==> src/rtl/cpu_run_ctrl.sv <==
// -----------------------------------------------------------------------------
// cpu_run_ctrl
//
// Run controller for the pipelined RISC-V core. It sequences the core's
// active-low reset and clock enable, counts executed RUN cycles, and halts on
// a cycle limit, a PC breakpoint or (optionally) an ebreak fetch. It also
// keeps the last TRACE_DEPTH fetched {PC, instruction} pairs in a ring buffer
// that can be read back at any time.
//
// Build option:
//   CPU_RUN_CTRL_EBREAK_EN  - when defined, an ebreak fetch (32'h0010_0073)
//                             halts the run with cause 2'b11. When undefined,
//                             instr_in is only stored in the trace.
//
// Ports:
//   CLK            in   clock, rising edge
//   Reset          in   asynchronous active-high reset
//   start          in   one-cycle pulse, begins/restarts a run (IDLE/HALT)
//   pc_in          in   core fetch PC
//   instr_in       in   core fetched instruction
//   bp_addr        in   breakpoint addresses, entry k at [k*PC_W +: PC_W]
//   bp_valid       in   per-breakpoint enable
//   trace_rd_idx   in   trace read index, 0 = most recent
//   cpu_resetn     out  core reset, active low
//   cpu_en         out  core clock enable
//   done           out  high while halted
//   halt_cause     out  00 none, 01 limit, 10 breakpoint, 11 ebreak
//   cycle_cnt      out  RUN cycles executed in the current run
//   trace_count    out  valid trace entries, saturating at TRACE_DEPTH
//   trace_rd_pc    out  registered trace PC (0 for an invalid index)
//   trace_rd_instr out  registered trace instruction (0 for an invalid index)
// -----------------------------------------------------------------------------
module cpu_run_ctrl #(
    parameter int PC_W        = 32,
    parameter int RST_CYCLES  = 1,
    parameter int MAX_CYCLES  = 23,
    parameter int TRACE_DEPTH = 8,
    parameter int NUM_BP      = 2
) (
    input  logic                           CLK,
    input  logic                           Reset,
    input  logic                           start,
    input  logic [PC_W-1:0]                pc_in,
    input  logic [31:0]                    instr_in,
    input  logic [NUM_BP*PC_W-1:0]         bp_addr,
    input  logic [NUM_BP-1:0]              bp_valid,
    input  logic [$clog2(TRACE_DEPTH)-1:0] trace_rd_idx,
    output logic                           cpu_resetn,
    output logic                           cpu_en,
    output logic                           done,
    output logic [1:0]                     halt_cause,
    output logic [31:0]                    cycle_cnt,
    output logic [$clog2(TRACE_DEPTH):0]   trace_count,
    output logic [PC_W-1:0]                trace_rd_pc,
    output logic [31:0]                    trace_rd_instr
);

    localparam int IW  = $clog2(TRACE_DEPTH);
    localparam int RCW = $clog2(RST_CYCLES + 1);

    typedef enum logic [1:0] {
        ST_IDLE = 2'd0,
        ST_RST  = 2'd1,
        ST_RUN  = 2'd2,
        ST_HALT = 2'd3
    } state_t;

    state_t            state;
    state_t            next_state;
    logic [RCW-1:0]    rst_cnt;
    logic [IW-1:0]     wr_ptr;
    logic [PC_W-1:0]   ring_pc    [TRACE_DEPTH];
    logic [31:0]       ring_instr [TRACE_DEPTH];

    logic              bp_hit;
    logic              ebreak_hit;
    logic              limit_hit;
    logic [31:0]       cycle_inc;
    logic [1:0]        run_cause;
    logic              enter_rst;
    logic [IW-1:0]     rd_slot;
    logic              rd_valid;

    // Breakpoint match: any enabled entry equal to the sampled fetch PC.
    always_comb begin
        bp_hit = 1'b0;
        for (int k = 0; k < NUM_BP; k++) begin
            bp_hit = bp_hit | (bp_valid[k] & (pc_in == bp_addr[k*PC_W +: PC_W]));
        end
    end

`ifdef CPU_RUN_CTRL_EBREAK_EN
    assign ebreak_hit = (instr_in == 32'h0010_0073);
`else
    assign ebreak_hit = 1'b0;
`endif

    // The limit compares the count after this cycle is added, so the run
    // lasts exactly MAX_CYCLES RUN cycles.
    assign cycle_inc = cycle_cnt + 32'd1;
    assign limit_hit = (cycle_inc == 32'(MAX_CYCLES));

    // Halt cause priority: breakpoint > ebreak > limit.
    always_comb begin
        if (bp_hit) begin
            run_cause = 2'b10;
        end else if (ebreak_hit) begin
            run_cause = 2'b11;
        end else if (limit_hit) begin
            run_cause = 2'b01;
        end else begin
            run_cause = 2'b00;
        end
    end

    // FSM state register.
    always_ff @(posedge CLK or posedge Reset) begin
        if (Reset) begin
            state <= ST_IDLE;
        end else begin
            state <= next_state;
        end
    end

    // FSM next-state logic; start is ignored in RST and RUN.
    always_comb begin
        next_state = state;
        case (state)
            ST_IDLE: begin
                if (start) next_state = ST_RST;
                else       next_state = ST_IDLE;
            end
            ST_RST: begin
                if (rst_cnt == RCW'(1)) next_state = ST_RUN;
                else                    next_state = ST_RST;
            end
            ST_RUN: begin
                if (run_cause != 2'b00) next_state = ST_HALT;
                else                    next_state = ST_RUN;
            end
            ST_HALT: begin
                if (start) next_state = ST_RST;
                else       next_state = ST_HALT;
            end
            default: next_state = ST_IDLE;
        endcase
    end

    assign enter_rst = (next_state == ST_RST) && (state != ST_RST);

    // Run bookkeeping: reset countdown, cycle counter, cause, trace pointers.
    always_ff @(posedge CLK or posedge Reset) begin
        if (Reset) begin
            rst_cnt     <= '0;
            cycle_cnt   <= 32'd0;
            halt_cause  <= 2'b00;
            trace_count <= '0;
            wr_ptr      <= '0;
        end else if (enter_rst) begin
            rst_cnt     <= RCW'(RST_CYCLES);
            cycle_cnt   <= 32'd0;
            halt_cause  <= 2'b00;
            trace_count <= '0;
            wr_ptr      <= '0;
        end else if (state == ST_RST) begin
            rst_cnt <= rst_cnt - RCW'(1);
        end else if (state == ST_RUN) begin
            cycle_cnt  <= cycle_inc;
            halt_cause <= run_cause;
            wr_ptr     <= wr_ptr + IW'(1);
            if (trace_count != (IW+1)'(TRACE_DEPTH)) begin
                trace_count <= trace_count + (IW+1)'(1);
            end
        end
    end

    // Trace ring storage: one entry written per RUN cycle.
    always_ff @(posedge CLK or posedge Reset) begin
        if (Reset) begin
            for (int i = 0; i < TRACE_DEPTH; i++) begin
                ring_pc[i]    <= '0;
                ring_instr[i] <= 32'd0;
            end
        end else if ((state == ST_RUN) && !enter_rst) begin
            ring_pc[wr_ptr]    <= pc_in;
            ring_instr[wr_ptr] <= instr_in;
        end
    end

    // Index 0 is the newest entry, i.e. the slot just behind the write pointer.
    assign rd_slot  = wr_ptr - IW'(1) - trace_rd_idx;
    assign rd_valid = ({1'b0, trace_rd_idx} < trace_count);

    // Registered trace read; uses pre-write ring contents in a write cycle.
    always_ff @(posedge CLK or posedge Reset) begin
        if (Reset) begin
            trace_rd_pc    <= '0;
            trace_rd_instr <= 32'd0;
        end else if (rd_valid) begin
            trace_rd_pc    <= ring_pc[rd_slot];
            trace_rd_instr <= ring_instr[rd_slot];
        end else begin
            trace_rd_pc    <= '0;
            trace_rd_instr <= 32'd0;
        end
    end

    // Core control outputs registered from the state being entered.
    always_ff @(posedge CLK or posedge Reset) begin
        if (Reset) begin
            cpu_resetn <= 1'b0;
            cpu_en     <= 1'b0;
            done       <= 1'b0;
        end else begin
            cpu_resetn <= (next_state == ST_RUN) || (next_state == ST_HALT);
            cpu_en     <= (next_state == ST_RUN);
            done       <= (next_state == ST_HALT);
        end
    end

endmodule

==> config.mk <==
export PLATFORM = sky130hd
export DESIGN_NAME = cpu_run_ctrl
export DESIGN_NICKNAME = d
export VERILOG_FILES = /design/src/rtl/cpu_run_ctrl.sv
export SDC_FILE = /design/constraint.sdc
export NUM_CORES = 1
export LEC_CHECK = 0
export ABC_AREA = 1
export ABC_CLOCK_PERIOD_IN_PS = 23600
export CAP_MARGIN = 5
export CORE_UTILIZATION = 45
export DETAILED_ROUTE_END_ITERATION = 12
export RECOVER_POWER = 50
export SLEW_MARGIN = 20
export SYNTH_ARGS = -nofsm -noshare
export SYNTH_HDL_FRONTEND = slang
export SYNTH_SLANG_ARGS = --single-unit
export TNS_END_PERCENT = 1
==> constraint.sdc <==
create_clock -name CLK -period 23.6 [get_ports CLK]
set_input_delay 3.54 -clock CLK [delete_from_list [all_inputs] [get_ports CLK]]
set_output_delay 3.54 -clock CLK [all_outputs]
set_load 0.03 [all_outputs]
==> results of run 1 <==
## power breakdown
group          switching (mW)  internal [mW]
Sequential              0.247           1.56
Combinational            1.03          0.687
Clock                   0.433          0.627
Total                    1.71           2.87
## worst paths after layout
check / depth (start not counted) / end / slack (ns) / startpoint
min reg2reg: 2 / ring_instr[254] / 0.48 / ring_instr[254]
min in group asynchronous: 2 / trace_count[2] / 5.42 / Reset
max reg2reg: 9 / ring_pc[151] / 14.86 / state[1]
max in group CLK: 9 / ring_pc[151] / 14.86 / state[1]
max: 4 / ring_instr[244] / 14.57 / Reset
min: 2 / ring_instr[254] / 0.48 / ring_instr[254]
## routing by layer
metal | up-vias | track usage, % | part of all wire, %
met1 | 12000 | 35.5 | 45
li1 | 11700 | - | -
met5 | - | 0 | 0
met2 | 730 | 41.9 | 47
met3 | 142 | 4.14 | 5.6
met4 | 0 | 7.97 | 2.6
## critical path, stage by stage
cell and delay, ns:
dlygate4sd3_1 0.55, clkinvlp_2 3.56, buf_4 1.19, buf_6 0.67
## cells in the mapped netlist, drive strengths merged
cell type  number  area, um^2
nand2        1073        4090
dfrtp         623       15600
o21ai         478        2390
nor2          248        1010
a21oi         226        1130
clkbuf        205         769
inv           176         661
nand3          86         440
a32oi          63         552
o221a          63         709
buf            37         194
a32o           31         310
or2            26         163
nand4          25         171
a22o           22         194
xnor2          21         184
xor2           16         140
nand3b         15         113
nor3           14        75.1
ha              8         100
maj3            2        20.0
fa              1        20.0
nand2b          1        6.26
o32ai           1        8.76
## cell usage in the layout, fill, tap and decap left out, types with 3 or more instances in the layout
| master | synthesis | layout |
|---|---|---|
| nand2_2 | 11 | 11 |
| buf_4 | 9 | 9 |
| nand2_1 | 1058 | 1057 |
| clkbuf_1 | 205 | 30 |
| nand3_1 | 84 | 84 |
| nand2_4 | 4 | 5 |
| nor2_2 | 4 | 4 |
| clkbuf_8 | 0 | 10 |
| xnor2_1 | 21 | 21 |
| or2_2 | 26 | 26 |
| nor2_4 | 7 | 6 |
| inv_1 | 175 | 174 |
| dlygate4sd3_1 | 0 | 53 |
| nor2_1 | 236 | 237 |
| dfrtp_1 | 623 | 622 |
| o21ai_0 | 475 | 475 |
| nand4_1 | 24 | 24 |
| a21oi_1 | 226 | 225 |
| o21ai_1 | 3 | 3 |
| clkinv_2 | 0 | 8 |
| nand3b_1 | 15 | 15 |
| xor2_1 | 16 | 16 |
| a32oi_1 | 63 | 63 |
| inv_6 | 0 | 4 |
| o221a_2 | 63 | 63 |
| clkbuf_16 | 0 | 74 |
| a22o_1 | 21 | 21 |
| clkdlybuf4s50_1 | 0 | 187 |
| nor3_1 | 13 | 13 |
| a32o_1 | 31 | 31 |
| ha_1 | 8 | 7 |
## flip-flops by register name, summed over array words and instances (netlist names)
name,flops
cpu_resetn,1
halt_cause,2
cpu_en,1
wr_ptr,3
cycle_cnt,32
trace_rd_instr,32
trace_count,4
state,2
ring_pc,256
trace_rd_pc,32
rst_cnt,1
ring_instr,256
done,1
## area by class of cell
type / count / area [um^2]
Inverter: 176 / 667
Clock inverter: 16 / 158
Sequential cell: 623 / 15600
Multi-Input combinational cell: 2420 / 11900
Fill cell: 5856 / 29500
Timing Repair Buffer: 263 / 2570
Tap cell: 846 / 1060
Clock buffer: 104 / 2060
## kinds of logic (layout without fill, tap and decap cells)
kind of cell,count (synthesis),count (layout),synth area share [%]
AOI/OAI and AO/OA,884,884,18.2
xor gates and xnor gates,37,37,1.12
adders and majority gates,11,11,0.483
buffers and inverters,418,559,5.59
DFF,623,623,53.7
and+or+nand+nor,1488,1488,20.9
==> impl_metrics.yaml, run 1 <==
clock_tree:
  cts_hold_buf: 0
  cts.sinks: 623
  cts_setup_buffers: 0
  h-tree-depth: 3
  clock_latency_ns: 0.61
  clkSlewWorstSetupHoldPaths_ns: 0.05
  cts_tree: "done"
  cts_buffers: 71
  cts-root-buf: "clkbuf_16"
  cts_resized: 0
  cts_max_path_buffers: 3
outcome:
  status: "complete, but fails checks"
  violations: "capacitance limit, slew limit"
detailed_routing:
  firstDrtPassIters: 5
  vias: 24500
  remaining_drc_errors: 0
  dr.first_iter.drc_count: 2099
  ant_nets: 0
  wl_per_cell_um: 19.0
  viasPerCell: 5.52
  wl_um: 84300
worst_setup_path:
  cp_max_fo: 138
  worstPathRequired_ns: 24.25
  endpoint_kind: "async pin"
  arrival_ns: 9.68
  path_class: "in -> async"
  start_kind: "input port"
grt:
  grt_pass1_wl_um: 135000
  grt_max_degree: 175
  first_global_vias: 24000
  antenna_found_initial: 1
  grt_overflow: 0
  grt_usage_pct: 25.8
layout:
  stdcell_count: 4448
  design_area_mm2: 0.0340
  drive_gt1_share_pct: 6.66
  nets: 3700
  utilization_pct: 53.6
  syn2layout_area_growth_pct: 17.0
  antenna_cells: 0
sta:
  fin_tns_setup_ns: 0
  setup_violations: 0
  worstMarginPinSlew_ns: 6.45
  period_share_pct: 38.3
  finalMaxSlewViolations: 1213
  fin_skew_ns: 0.0247
  max_freq_mhz: 111
  grt_setup_unrepaired: "no"
  slew_headroom_pct: -332
  timing.hold.ws_ns: 0.482
  fin_crit_ns: 9.03
  setup_ws_ns: 14.57
  hold_viol: 0
power_and_ir_drop:
  cellLeakagePower_nw: 15.4
  power.density_mw_per_mm2: 135
  p_total_mw: 4.58
  ir_drop_mv: 0.0969
floorplan:
  row_count: 92
  coreArea_mm2: 0.0634
  die_x_um: 256
  ioPinCount: 241
  start_util_pct: 45.8
  dieArea_mm2: 0.0656
  die_h_um: 256
logic_synthesis:
  synth_nets: 3606
  synthCells: 3461
  ys.warnings.count: 0
  ys_types: 37
  syn_area_per_cell_um2: 8.39
  ys_seq_area_share_pct: 53.7
  syn_area_mm2: 0.0290
  synth_seq_cells: 623
placed_design:
  portBuffers: 240
  dpl.cell_count: 4328
  gp_congestion: 0.917
  dpl_cell_area_mm2: 0.0319
  dpl.hpwl_um: 50400
  place_ws_ns: 15.37
worst_hold_path:
  hold_path.class: "reg -> reg"
job:
  maxCapViolCount: 17
(Power assumes the default switching activity.)
==> run 2, diff against run 1 <==
- ABC_CLOCK_PERIOD_IN_PS: 23600 -> 8850
- clock period: 23.6 -> 8.85 ns (I/O delays scaled with it)
==> impl_metrics.yaml, run 2 (same netlist as run 1, synthesis figures left out) <==
grt:
  grt_pass1_wl_um: 136000
  grt_usage_pct: 26.1
  antenna_found_initial: 2
  grt_max_degree: 177
  grt_overflow: 0
  first_global_vias: 23900
detailed_routing:
  vias: 24700
  wl_um: 85300
  ant_nets: 0
  firstDrtPassIters: 6
  wl_per_cell_um: 19.1
  dr.first_iter.drc_count: 2123
  viasPerCell: 5.53
  remaining_drc_errors: 0
worst_setup_path:
  crit_chain: "dlygate4sd3_1, clkinvlp_4, clkbuf_2, buf_4"
  cpMaxStageDelayCell: "clkbuf_2"
  r2r_slack_ns: 4.68
  arrival_ns: 5.78
  crit_family: "buffers and inverters"
  max_stage_delay_ns: 2.57
  start_kind: "input port"
  worstReg2RegEnd: "ring_pc[126]"
  worstPathRequired_ns: 9.44
  r2r_cells: 8
  cp_num_buf_inv: 4
  endpoint_kind: "async pin"
  path_class: "in -> async"
  cp_max_fo: 142
  timing.rr.start: "state[1]"
clock_tree:
  cts_setup_buffers: 0
  cts_buffers: 70
  h-tree-depth: 3
  cts.sinks: 623
  cts_hold_buf: 0
  clkSlewWorstSetupHoldPaths_ns: 0.06
  cts-root-buf: "clkbuf_16"
  clock_latency_ns: 0.61
  cts_resized: 0
  cts_tree: "done"
  cts_max_path_buffers: 3
floorplan:
  row_count: 92
  die_h_um: 256
  coreArea_mm2: 0.0634
  dieArea_mm2: 0.0656
  die_x_um: 256
  start_util_pct: 45.8
  ioPinCount: 241
layout:
  design_area_mm2: 0.0343
  utilization_pct: 54.0
  syn2layout_area_growth_pct: 18.0
  stdcell_count: 4459
  final_common_cell: "nand2_1"
  nets: 3702
  largestRegisters: "ring_instr x256, ring_pc x256"
  drive_gt1_share_pct: 7.37
  final_cell_mix: "nand2_1 (1055), dfrtp_1 (622), o21ai_0 (475)"
placed_design:
  gp_congestion: 0.940
  dpl.cell_count: 4330
  dpl_cell_area_mm2: 0.0319
  portBuffers: 240
  dpl.hpwl_um: 50900
job:
  maxCapViolCount: 2
outcome:
  violations: "capacitance limit, slew limit"
  status: "complete, but fails checks"
sta:
  period_share_pct: 58.6
  max_freq_mhz: 193
  finalMaxSlewViolations: 177
  grt_setup_unrepaired: "no"
  slew_headroom_pct: -158
  fin_skew_ns: 0.0210
  setup_violations: 0
  fin_crit_ns: 5.18
  hold_viol: 0
  worstMarginPinSlew_ns: 3.88
power_and_ir_drop:
  ir_drop_mv: 0.231
  power.density_mw_per_mm2: 357
  cellLeakagePower_nw: 15.5
worst_hold_path:
  hold_start: "ring_pc[19]"
  min_to: "ring_pc[19]"
  hold_path.class: "reg -> reg"
  whs_path_depth: 2
-- run 2: changes by cell type in the layout (fill, tap and decap cells not counted), sizes merged --
cell,delta
diode,+2
clkbuf,-1
clkdlybuf4s50,-22
dlygate4sd3,+22
buf,+11
bufinv,+1
clkinvlp,-2
-- run 2: cell type report --
class	instances	area, um^2
diodes	2	5.00
inverters	176	669
repair buffers	266	2650
flip-flops and latches	623	15600
clock inverters	15	173
fillers	5843	29200
well taps	846	1060
clock buffers	111	2150
multi-input cells	2420	12000
-- run 2: layer usage --
metal  part of all wire, %  vias to the layer above  GRT usage, %  wire length, um
met3                   5.2                      155          3.42             4400
met5                     0                        -             0                0
met1                    45                    12000          35.9            38500
met4                   2.7                        0          8.42             2300
met2                    47                      749          42.8            40100
li1                      -                    11700             -                -
-- run 2: how the worst max path moves through the flow --
stage | startpoint | endpoint | slack, ns | cells after the start
global placement | trace_rd_idx[0] | trace_rd_instr[30] | 4.05 | 10
CTS | state[1] | ring_instr[108] | 4.66 | 7
finish | Reset | ring_instr[15] | 3.67 | 4
detailed placement | trace_rd_idx[0] | trace_rd_instr[30] | 4.14 | 10
global route | Reset | ring_instr[155] | 2.91 | 4
floorplan | Reset | cpu_en | -0.98 | 1
-- run 2: worst register-to-register path: cells and delay by family, from the launching register on --
family,cells,cell delay [ns]
DFF,1,0.43
AOI/OAI and AO/OA,1,0.10
buffers and inverters,3,1.24
and+or+nand+nor,4,2.24
-- run 2: stage by stage --
step	TNS, ns	total power, mW	hold WS [ns]	setup WS (ns)
after floorplan	-612.06	7.99	0.448	-0.982
after global placement	0	9.20	0.465	4.05
after detailed placement	0	9.38	0.473	4.14
after CTS	0	12.4	0.487	4.66
after global routing	0	13.1	0.495	2.91
final	0	12.2	0.484	3.67
-- run 2: power by group --
group	internal, mW	switching [mW]
clock network	1.76	1.17
registers	4.14	0.674
logic	1.74	2.75
total	7.63	4.59
==> run 3, diff against run 2 <==
- ABC_CLOCK_PERIOD_IN_PS: 8850 -> 4790
- clock period: 8.85 -> 4.79 ns (I/O delays scaled with it)
==> impl_metrics.yaml, run 3 (same netlist as run 1, synthesis figures left out) <==
sta:
  hold_viol: 0
  fin_skew_ns: 0.0238
  fin_crit_ns: 3.35
  worstMarginPinSlew_ns: 2.15
  timing.hold.ws_ns: 0.483
  grt_setup_unrepaired: "no"
  period_share_pct: 69.9
  max_freq_mhz: 299
  slew_headroom_pct: -43.6
  setup_violations: 0
  finalMaxSlewViolations: 189
worst_setup_path:
  r2r_slack_ns: 1.49
  r2r_cells: 8
  max_stage_delay_ns: 1.59
  cp_num_buf_inv: 3
  cpMaxStageDelayCell: "clkbuf_4"
  arrival_ns: 3.61
  crit_chain: "dlygate4sd3_1, clkinvlp_2, clkbuf_4"
  path_class: "in -> async"
  crit_family: "buffers and inverters"
  worstPathRequired_ns: 5.05
  timing.rr.start: "state[1]"
  worstReg2RegEnd: "ring_instr[2]"
  cp_max_fo: 153
  start_kind: "input port"
  endpoint_kind: "async pin"
layout:
  design_area_mm2: 0.0344
  regArea_mm2: 0.0156
  final_common_cell: "nand2_1"
  multi_input_area_mm2: 0.0119
  antenna_cells: 0
  final_cell_mix: "nand2_1 (1055), dfrtp_1 (622), o21ai_0 (475)"
  nets: 3711
  drive_gt1_share_pct: 7.66
  largestRegisters: "ring_instr x256, ring_pc x256"
  syn2layout_area_growth_pct: 18.5
  fill_cells: 5814
outcome:
  violations: "capacitance limit, slew limit"
  status: "complete, but fails checks"
floorplan:
  coreArea_mm2: 0.0634
  die_h_um: 256
  die_x_um: 256
  row_count: 92
  start_util_pct: 45.8
  dieArea_mm2: 0.0656
  ioPinCount: 241
worst_hold_path:
  hold_path.class: "reg -> reg"
  whs_path_depth: 2
  hold_start: "ring_instr[236]"
  min_to: "ring_instr[236]"
placed_design:
  dpl_cell_area_mm2: 0.0321
  dpl.hpwl_um: 51800
  gp_congestion: 0.936
  portBuffers: 240
detailed_routing:
  remaining_drc_errors: 0
  ant_nets: 0
  wl_per_cell_um: 19.1
  wl_um: 85400
  viasPerCell: 5.55
  firstDrtPassIters: 6
  dr.first_iter.drc_count: 2157
  vias: 24800
clock_tree:
  cts_tree: "done"
  cts-root-buf: "clkbuf_16"
  h-tree-depth: 3
  cts_hold_buf: 0
  clkSlewWorstSetupHoldPaths_ns: 0.06
  cts_max_path_buffers: 3
  cts_setup_buffers: 0
  clock_latency_ns: 0.60
  cts_buffers: 68
  cts_resized: 0
  cts.sinks: 623
power_and_ir_drop:
  cellLeakagePower_nw: 15.6
  power.density_mw_per_mm2: 662
  ir_drop_mv: 0.594
grt:
  grt_max_degree: 192
  globalRouteMet2Util_pct: 43.1
  grt_pass1_wl_um: 136000
  grt_overflow: 0
  top_usage_layer: "met2"
  use_met3_pct: 3.78
  globalRouteMet1Util_pct: 35.6
  grt_usage_pct: 26.2
  antenna_found_initial: 0
  first_global_vias: 24100
job:
  maxCapViolCount: 2
[run 3: area by class of cell]
cell class	count	share of cell area [%]
repair buffers	277	8.23
well taps	846	3.07
multi-input cells	2420	34.7
inverters	176	1.94
flip-flops and latches	623	45.3
clock inverters	20	0.741
clock buffers	102	6.02
[run 3: tightest hold or removal path, cell delays in order (launching register included)]
cell     delay (ns)
dfrtp_1        0.34
nand2_1        0.05
o21ai_0        0.06
[run 3: worst max path at each step]
stage	from	endpoint	slack, ns	depth (start not counted)
2_1_floorplan	Reset	cpu_en	-4.43	1
3_3_place_gp	trace_rd_idx[0]	trace_rd_pc[26]	0.79	10
3_5_place_dp	trace_rd_idx[0]	trace_rd_pc[29]	0.78	10
4_1_cts	wr_ptr[1]	trace_rd_pc[29]	1.29	7
5_1_grt	Reset	ring_instr[14]	0.93	3
6_report	Reset	ring_instr[142]	1.44	3
[run 3: power by group]
group          total [mW]  internal, mW  leakage (nW)  switching, mW
Combinational        8.44          3.38          7.14           5.06
Sequential           8.93          7.65          7.27           1.28
Clock                5.41          3.27          1.16           2.15
[run 3: through the flow]
step	cells	total power, mW	setup TNS [ns]	setup WS, ns	util, %
after floorplan	3461	14.8	-2762.03	-4.43	-
after global placement	4341	17.1	0	0.788	50.6
after detailed placement	4341	17.5	0	0.779	50.6
after CTS	4463	22.9	0	1.29	54.3
after global routing	4464	24.5	0	0.926	54.3
final	4464	22.8	0	1.44	54.3
[run 3: layer usage]
layer	wire length, um	vias up	part of all wire (%)
met2	40500	773	47
met3	4260	156	5.0
met4	2330	0	2.7
met5	0	-	0
li1	-	11700	-
met1	38300	12200	45
